$ cat config.mk
export PLATFORM = sky130hd
export DESIGN_NAME = seq_multiplier_flat
export DESIGN_NICKNAME = d
export VERILOG_FILES = /design/src/rtl/seq_multiplier_if.sv /design/src/rtl/seq_multiplier.sv /design/src/flat_wrapper.sv
export SDC_FILE = /design/constraint.sdc
export NUM_CORES = 1
export LEC_CHECK = 0
export CORE_UTILIZATION = 40
export CTS_CLUSTER_SIZE = 30
export DETAILED_ROUTE_END_ITERATION = 12
export HOLD_SLACK_MARGIN = 0.08
export PLACE_DENSITY = 0.68
export SYNTH_ARGS = -nofsm -noshare
export SYNTH_HDL_FRONTEND = slang
export SYNTH_SLANG_ARGS = --single-unit
export TNS_END_PERCENT = 20
$ cat constraint.sdc
create_clock -name clk -period 3.8 [get_ports clk]
set_input_delay 0.76 -clock clk [delete_from_list [all_inputs] [get_ports clk]]
set_output_delay 0.76 -clock clk [all_outputs]
set_load 0.02 [all_outputs]
$ cat src/rtl/seq_multiplier_if.sv
// Handshake and data bundle between a multiply requester and seq_multiplier.
// The master issues operands and Start; the slave returns status and the product.
interface seq_multiplier_if #(
    parameter int WIDTH = 32
) ();
    logic                 Start;
    logic                 Signed_mode;
    logic [WIDTH-1:0]     Multiplicand_in;
    logic [WIDTH-1:0]     Multiplier_in;
    logic                 Busy;
    logic                 Ready;
    logic [2*WIDTH-1:0]   Product_out;
    logic                 Overflow;

    modport master (
        output Start, Signed_mode, Multiplicand_in, Multiplier_in,
        input  Busy, Ready, Product_out, Overflow
    );

    modport slave (
        input  Start, Signed_mode, Multiplicand_in, Multiplier_in,
        output Busy, Ready, Product_out, Overflow
    );
endinterface

$ cat src/rtl/seq_multiplier.sv
// Sequential shift-add multiplier, fixed latency of WIDTH+2 cycles per product.
// Signed operands are multiplied as magnitudes and the sign is restored in FIX.
module seq_multiplier #(
    parameter int WIDTH     = 32,
    parameter bit SIGNED_EN = 1'b1
) (
    input  logic            clk,
    input  logic            Reset,
    seq_multiplier_if.slave bus
);
    localparam int CNT_W = $clog2(WIDTH + 1);

    typedef enum logic [1:0] {IDLE, CALC, FIX, DONE} state_t;

    state_t               state;
    state_t               state_next;
    logic [CNT_W-1:0]     iter_count;
    logic [WIDTH-1:0]     mag_a;
    logic [WIDTH-1:0]     acc_hi;
    logic [WIDTH-1:0]     mult_shift;
    logic                 signed_reg;
    logic                 neg_reg;
    logic [2*WIDTH-1:0]   product_reg;
    logic                 overflow_reg;

    logic                 start_ok;
    logic                 signed_eff;
    logic                 sign_a;
    logic                 sign_b;
    logic [WIDTH-1:0]     in_mag_a;
    logic [WIDTH-1:0]     in_mag_b;
    logic                 iter_done;
    logic [WIDTH:0]       add_sum;
    logic [2*WIDTH-1:0]   raw_prod;
    logic [2*WIDTH-1:0]   fixed_prod;
    logic                 fixed_ovf;

    // Operand conditioning and the single add/shift stage, all combinational
    always_comb begin
        signed_eff = SIGNED_EN && bus.Signed_mode;
        sign_a     = signed_eff && bus.Multiplicand_in[WIDTH-1];
        sign_b     = signed_eff && bus.Multiplier_in[WIDTH-1];
        in_mag_a   = sign_a ? (~bus.Multiplicand_in + 1'b1) : bus.Multiplicand_in;
        in_mag_b   = sign_b ? (~bus.Multiplier_in + 1'b1) : bus.Multiplier_in;
        start_ok   = bus.Start && ((state == IDLE) || (state == DONE));
        iter_done  = (iter_count == CNT_W'(WIDTH));
        add_sum    = {1'b0, acc_hi} + (mult_shift[0] ? {1'b0, mag_a} : '0);
        raw_prod   = {acc_hi, mult_shift};
        fixed_prod = neg_reg ? (~raw_prod + 1'b1) : raw_prod;
        if (signed_reg) begin
            fixed_ovf = !((&fixed_prod[2*WIDTH-1:WIDTH-1]) || !(|fixed_prod[2*WIDTH-1:WIDTH-1]));
        end else begin
            fixed_ovf = |fixed_prod[2*WIDTH-1:WIDTH];
        end
    end

    always_ff @(posedge clk) begin
        if (Reset) begin
            state <= IDLE;
        end else begin
            state <= state_next;
        end
    end

    always_comb begin
        state_next = state;
        unique case (state)
            IDLE: if (bus.Start) state_next = CALC;
            CALC: if (iter_done) state_next = FIX;
            FIX:  state_next = DONE;
            DONE: state_next = bus.Start ? CALC : IDLE;
            default: state_next = IDLE;
        endcase
    end

    // The adder carry lands in the top product bit as the partial sum shifts right
    always_ff @(posedge clk) begin
        if (Reset) begin
            iter_count   <= '0;
            mag_a        <= '0;
            acc_hi       <= '0;
            mult_shift   <= '0;
            signed_reg   <= 1'b0;
            neg_reg      <= 1'b0;
            product_reg  <= '0;
            overflow_reg <= 1'b0;
        end else begin
            if (start_ok) begin
                mag_a      <= in_mag_a;
                mult_shift <= in_mag_b;
                acc_hi     <= '0;
                iter_count <= '0;
                signed_reg <= signed_eff;
                neg_reg    <= sign_a ^ sign_b;
            end else if ((state == CALC) && !iter_done) begin
                acc_hi     <= add_sum[WIDTH:1];
                mult_shift <= {add_sum[0], mult_shift[WIDTH-1:1]};
                iter_count <= iter_count + 1'b1;
            end
            if (state == FIX) begin
                product_reg  <= fixed_prod;
                overflow_reg <= fixed_ovf;
            end
        end
    end

    assign bus.Busy        = (state == CALC) || (state == FIX);
    assign bus.Ready       = (state == DONE);
    assign bus.Product_out = product_reg;
    assign bus.Overflow    = overflow_reg;

endmodule

$ cat src/flat_wrapper.sv
// flat-port wrapper written by rule: the top's interface ports become plain ports
module seq_multiplier_flat 
#(
    parameter int WIDTH     = 32,
    parameter bit SIGNED_EN = 1'b1
)
  (clk, Reset, bus_Start, bus_Signed_mode, bus_Multiplicand_in, bus_Multiplier_in, bus_Busy, bus_Ready, bus_Product_out, bus_Overflow);
  seq_multiplier_if #(.WIDTH(WIDTH)) bus_i ();
  input  logic clk;
  input  logic Reset;
  input wire logic [$bits(bus_i.Start)-1:0] bus_Start;
  input wire logic [$bits(bus_i.Signed_mode)-1:0] bus_Signed_mode;
  input wire logic [$bits(bus_i.Multiplicand_in)-1:0] bus_Multiplicand_in;
  input wire logic [$bits(bus_i.Multiplier_in)-1:0] bus_Multiplier_in;
  output wire logic [$bits(bus_i.Busy)-1:0] bus_Busy;
  output wire logic [$bits(bus_i.Ready)-1:0] bus_Ready;
  output wire logic [$bits(bus_i.Product_out)-1:0] bus_Product_out;
  output wire logic [$bits(bus_i.Overflow)-1:0] bus_Overflow;
  assign bus_i.Start = bus_Start;
  assign bus_i.Signed_mode = bus_Signed_mode;
  assign bus_i.Multiplicand_in = bus_Multiplicand_in;
  assign bus_i.Multiplier_in = bus_Multiplier_in;
  assign bus_Busy = bus_i.Busy;
  assign bus_Ready = bus_i.Ready;
  assign bus_Product_out = bus_i.Product_out;
  assign bus_Overflow = bus_i.Overflow;
  seq_multiplier #(.WIDTH(WIDTH), .SIGNED_EN(SIGNED_EN)) u_core (.clk(clk), .Reset(Reset), .bus(bus_i));
endmodule
======== Word level (Yosys, flattened, before mapping) ========
Cells that the tools add are included.
word-level totals
  RAM bits ................................ 0
  word-level logic and storage cells ...... 52
  output and inout port bits .............. 67
  input port bits ......................... 68
  memories ................................ 0
  bits in registers ....................... 171
  bits in latches ......................... 0
  memory bits (read-only) ................. 0
operators by class
  shifts and indexed selects .............. 0
  order comparisons ....................... 0
  div/mod/pow operators ................... 0
  $add $sub $neg .......................... 5
  $mul .................................... 0
  reductions and logical operators ........ 17
  equal/unequal tests ..................... 6
  mux-type cells .......................... 11
  bitwise gates (word level) .............. 4
operators with widths
  kind                                                    number
  two-way mux 32 bit                                      5
  adder 32 x 1 -> 32 bit (second input constant)          2
  adder 64 x 1 -> 64 bit (second input constant)          1
  two-way mux 64 bit                                      1
  NOT 32 bit                                              2
  NOT 64 bit                                              1
  adder 32 x 33 -> 33 bit                                 1
  AND reduction 33 bit                                    1
  OR reduction 33 bit                                     1
  OR reduction 32 bit                                     1
  one-hot mux 2 bit (4 select lines)                      1
  adder 6 x 1 -> 6 bit (second input constant)            1
  == test 6 bit (second input constant)                   1
  == test 2 bit (second input constant)                   2
  logical AND 1 bit                                       4
  two-way mux 2 bit                                       2
  logical NOT 1 bit                                       3
  logical OR 1 bit                                        3
  == test 2 x 1 -> 1 bit (second input constant)          1
  logical NOT 2 bit                                       1
  two-way mux 1 bit                                       2
  inequality test 2 x 1 -> 1 bit (second input constant)  1
  inequality test 2 bit (second input constant)           1
  AND reduction 2 bit                                     1
  other kinds (3)                                         3

======== Logic depth before layout (Yosys ltp) ========
Gate-level depths: netlist of run 1.
  depth in word-level cells ............... 8
  gate-level depth with buffers ........... 16
  gate-level depth less buffers ........... 14

======== Worst setup path after synthesis of run 1 ========
Ideal clock, no wire load.
  path type ............................... flip-flop to flip-flop
  start point ............................. reg u_core.mult_shift[0]
  end point ............................... reg u_core.overflow_reg, in the netlist u_core.bus.Overflow
  data arrival time ....................... 3675 ps
  required time ........................... 3679 ps
  path buffers ............................ 2
  stages on the path, launching flop included .. 15
  clock period less this slack ............ 3796 ps
  slack ................................... 4 ps
  library setup time ...................... 121 ps
  cells stage by stage .................... dfxtp_1 -> clkbuf_1 -> clkbuf_1 -> inv_1 -> ha_1 -> or4b_2 -> nand2b_1 -> or3_4 -> o41ai_4 -> xor2_1 -> and4_1 -> nand3_1 -> or4_1 -> nor4_1 -> o41ai_1
between the ends
  longest elaborated chain between the ends .. 8
  elaborated cells between the ends (all ways) .. 10
  classes of those cells .................. add/sub: 1; mux: 2; bitwise: 1; reduce/logical: 6
RTL lines
  what                      RTL line               source
  from (decl)               seq_multiplier.sv:20   logic [WIDTH-1:0] mult_shift;
  from (signal assigned)    seq_multiplier.sv:90   mult_shift <= in_mag_b;
  from (signal assigned)    seq_multiplier.sv:97   mult_shift <= {add_sum[0], mult_shift[WIDTH-1:1]};
  NOT 64 bit *              seq_multiplier.sv:49   fixed_prod = neg_reg ? (~raw_prod + 1'b1) : raw_prod;
  adder 64 x 1 -> 64 bit *  seq_multiplier.sv:49
  two-way mux 64 bit *      seq_multiplier.sv:49
  OR reduction 33 bit       seq_multiplier.sv:51   fixed_ovf = !((&fixed_prod[2*WIDTH-1:WIDTH-1]) || !(|fixed_prod[2*WIDTH-1:WIDTH-1]));
  logical NOT 1 bit         seq_multiplier.sv:51
  logical OR 1 bit          seq_multiplier.sv:51
  logical NOT 1 bit         seq_multiplier.sv:51
  two-way mux 1 bit *       seq_multiplier.sv:50   if (signed_reg) begin
  to (signal assigned)      seq_multiplier.sv:102  overflow_reg <= fixed_ovf;
  to (decl)                 seq_multiplier.sv:24   logic overflow_reg;
Every way passes the cells marked *; elsewhere a longest branch is shown, timed or not.
A chain may end at the register's enable or synchronous reset.

======== Final worst setup path of run 1 ========
  start point ............................. reg u_core.mult_shift[16]
  end point ............................... reg u_core.overflow_reg, in the netlist u_core.bus.Overflow
The elaborated chain is that of the path after synthesis.

==> results of run 1 <==
[synthesized netlist by cell type (2+ instances only)]
cell and n:
nor4b_1 2, clkbuf_8 2, a211oi_1 91, a311oi_1 37, nor3b_1 4, or2_2 10
buf_6 2, clkbuf_1 71, and4_1 4, or3_4 2, nor4_1 23, mux2i_1 4
o211ai_1 4, nand3_1 29, and2_1 36, o21a_1 7, nand2b_1 15, a31oi_1 7
a41oi_1 3, o31ai_1 31, inv_1 26, xnor2_1 51, nand4b_1 2, or4_1 15
ha_1 42, nor3_1 32, o21ai_0 60, a21oi_1 77, buf_2 2, a21boi_0 4
o21bai_1 2, xor2_1 89, nand4_1 9, or3_1 20, nand3b_1 2, or4_4 4
o41ai_1 17, a21o_1 10, nand2_1 161, dfxtp_1 171, buf_1 9, nor2_1 179
and3_1 9, a31o_2 2
[critical path: stages, from the launching register on]
cell	delay, ns
dfxtp_1	0.36
or4_4	0.54
nor4_1	0.44
nand4_1	0.15
buf_4	0.21
o41ai_1	0.40
xor2_1	0.38
nand4_1	0.14
or4_1	0.54
nor4_2	0.27
o41ai_1	0.09
[repair_timing]
| item | CTS | global route |
|---|---|---|
| setup endpoints to repair | 0 | 6 |
| setup buffers | 0 | 1 |
| resized for setup | 0 | 9 |
[stage by stage]
stage | cells | TNS, ns | hold slack, ns
global placement | 1833 | 0 | 0.4374
finish | 1866 | 0 | 0.4529
CTS | 1865 | 0 | 0.4579
global route | 1866 | -0.008805 | 0.4744
floorplan | 1396 | 0 | 0.4273
detailed placement | 1833 | 0 | 0.4486
[power groups by stage]
stage / Clock, W / Sequential (W) / Combinational (W)
3_5_place_dp: 0 / 0.00286 / 0.00426
2_1_floorplan: 0 / 0.00305 / 0.00250
6_report: 0.00186 / 0.00283 / 0.00432
3_3_place_gp: 0 / 0.00283 / 0.00423
5_1_grt: 0.00195 / 0.00290 / 0.00471
4_1_cts: 0.00188 / 0.00282 / 0.00428
[logic make-up (layout without fill, tap and decap cells)]
logic type | after synthesis | in the layout | synth area share [%]
xor+xnor | 140 | 140 | 11.29
compound gates | 361 | 361 | 22.74
flops | 171 | 171 | 31.52
mux | 4 | 4 | 0.3686
simple gates | 564 | 564 | 24.76
buf+inv | 113 | 248 | 4.308
fa+ha+maj | 43 | 43 | 5.022
[worst min-delay path by stage]
stage	from	end	cells past startpoint
final	u_core.mag_a[22]	u_core.mag_a[22]	2
after floorplan	u_core.mag_a[22]	u_core.mag_a[22]	2
after CTS	u_core.mag_a[30]	u_core.mag_a[30]	2
after global placement	u_core.mag_a[22]	u_core.mag_a[22]	2
after global routing	u_core.mag_a[22]	u_core.mag_a[22]	2
after detailed placement	u_core.mag_a[22]	u_core.mag_a[22]	2
[routing by layer]
metal | up-vias | global-route usage, %
li1 | 5302 | -
met1 | 4765 | 32.30
met2 | 356 | 31.31
met3 | 31 | 5.086
met4 | 0 | 5.797
met5 | - | 0
[area by class of cell]
cell class	count	share of cell area [%]
Multi-Input combinational cell	1112	52.66
Sequential cell	171	25.65
Timing Repair Buffer	190	13.20
Clock buffer	20	3.420
Tap cell	335	3.139
Clock inverter	12	1.200
Inverter	26	0.7310
==> results.ini, run 1 <==
[die]
core_area_sq_um=26350
start_util_pct=41.21
die-area_sq_um=27820
rows=59
ios=135
die_h_microns=166.8
fp.dieW_microns=166.8

[drt]
met3_length_microns=2160
routed_via_density=5.602
wl_met2_microns=12670
ant_nets=0
met1_length_microns=15790
first_pass_iters=5
highest_layer=met4
wire_per_inst_microns=16.66
drt_iter0_drc=758
routed_wl_microns=31080
vias=10450
drc=0

[sta]
fin_ws_ns=0.1332
worst_pin_slew_ns=0.9065
hold_viol=0
timing.slew.headroom_pct=39.35
skew_ns=0.01040
setup_viol=0
drv_slew=0
fmax_mhz=272.7
fin_crit_sh_pct=96.49
period_needed_ns=3.667
rsz0062_at_grt=yes

[setup_path]
cp_max_fo=8
crit_type=reg2reg
startpoint=u_core.mult_shift[16]
crit_path_start_kind=flip-flop
r2r_setup_slack_ns=0.13
end_kind=flip-flop
cp.arrival_ns=3.96
worstSetupEndpoint=u_core.bus.Overflow
worstRegToRegCells=10
timing.rr.end=u_core.bus.Overflow
r2r-start=u_core.mult_shift[16]
crit_required_ns=4.09

[finish]
area_growth_pct=22.92
final_area_sq_um=13350
multi_input_area_sq_um=7030
fin_nets=1629
fin_util_pct=50.66
largest_reg_flops=64
num-fill-cells=2565
drive_above_1_share_pct=8.099
antennaDiodeCount=0
layout_commonest_cell=nor2_1
regArea_sq_um=3425
final_cell_mix=nor2_1, dfxtp_1, nand2_1

[global_route]
track_usage_pct=21.84
grt_max_degree=91
grt_pass1_vias=9453
grt_overflow=0
antenna_found_initial=0
grt_pass1_wl_microns=49070

[power_and_ir_drop]
irDropWorstVdd_mv=0.2976
p_leak_nw=4.890
swShare_pct=42.69
powerDensity_nw_per_um2=674.9
power_switching_w=0.003847
internal_power_w=0.005164
clkPwrFrac_pct=20.6
totalPowerFinal_w=0.009011
seq_power_share_pct=31.4
power_frac_comb_pct=48.0

[yosys]
synth-edff-count=0
seq_area_frac_synth_pct=31.52
synth_cell_types=61
async_flop_share_pct=0
synth_area_leaders=dfxtp_1, xor2_1, a211oi_1
netlist_instances=1396
ys_ff_latch=171
synth_nets=1507
yosys_warnings=0
ys.flop_type=dfxtp_1
synth_top_cell_area_share_pct=31.52
synth_area_sq_um=10860
synth_area_leader_cell=dfxtp_1
avgSynthCellArea_sq_um=7.781

[clocking]
worstSkewPairLatency_ns=0.44
cts_max_level=4
cts_buffers=17
cts_hold_repair.buffers=0
clockBufferDepth=2
cts_sinks=171
root_buffer=clkbuf_16
cts.clk_slew.worst_paths_ns=0.07
tritoncts=yes

[placed_design]
dp_hpwl_microns=23620
postPlaceCellArea_sq_um=12690
gp_congestion=0.9036
io_buffers=134
dpl_worst_slack_ns=0.09143

[hold_path]
hold_path.class=reg2reg

[outcome]
status=finished, final reports clean

[flow_run]
maxCapViolCount=0

(Power assumes the default switching activity.)
==> run 2: changes to the inputs <==
--- a/config.mk
+++ b/config.mk
@@ -13,4 +13,4 @@
 export SYNTH_ARGS = -nofsm -noshare
 export SYNTH_HDL_FRONTEND = slang
 export SYNTH_SLANG_ARGS = --single-unit
-export TNS_END_PERCENT = 20
+export TNS_END_PERCENT = 1
==> results of run 2 <==
Same layout as run 1: the final DEF is identical, and so are final timing and power.
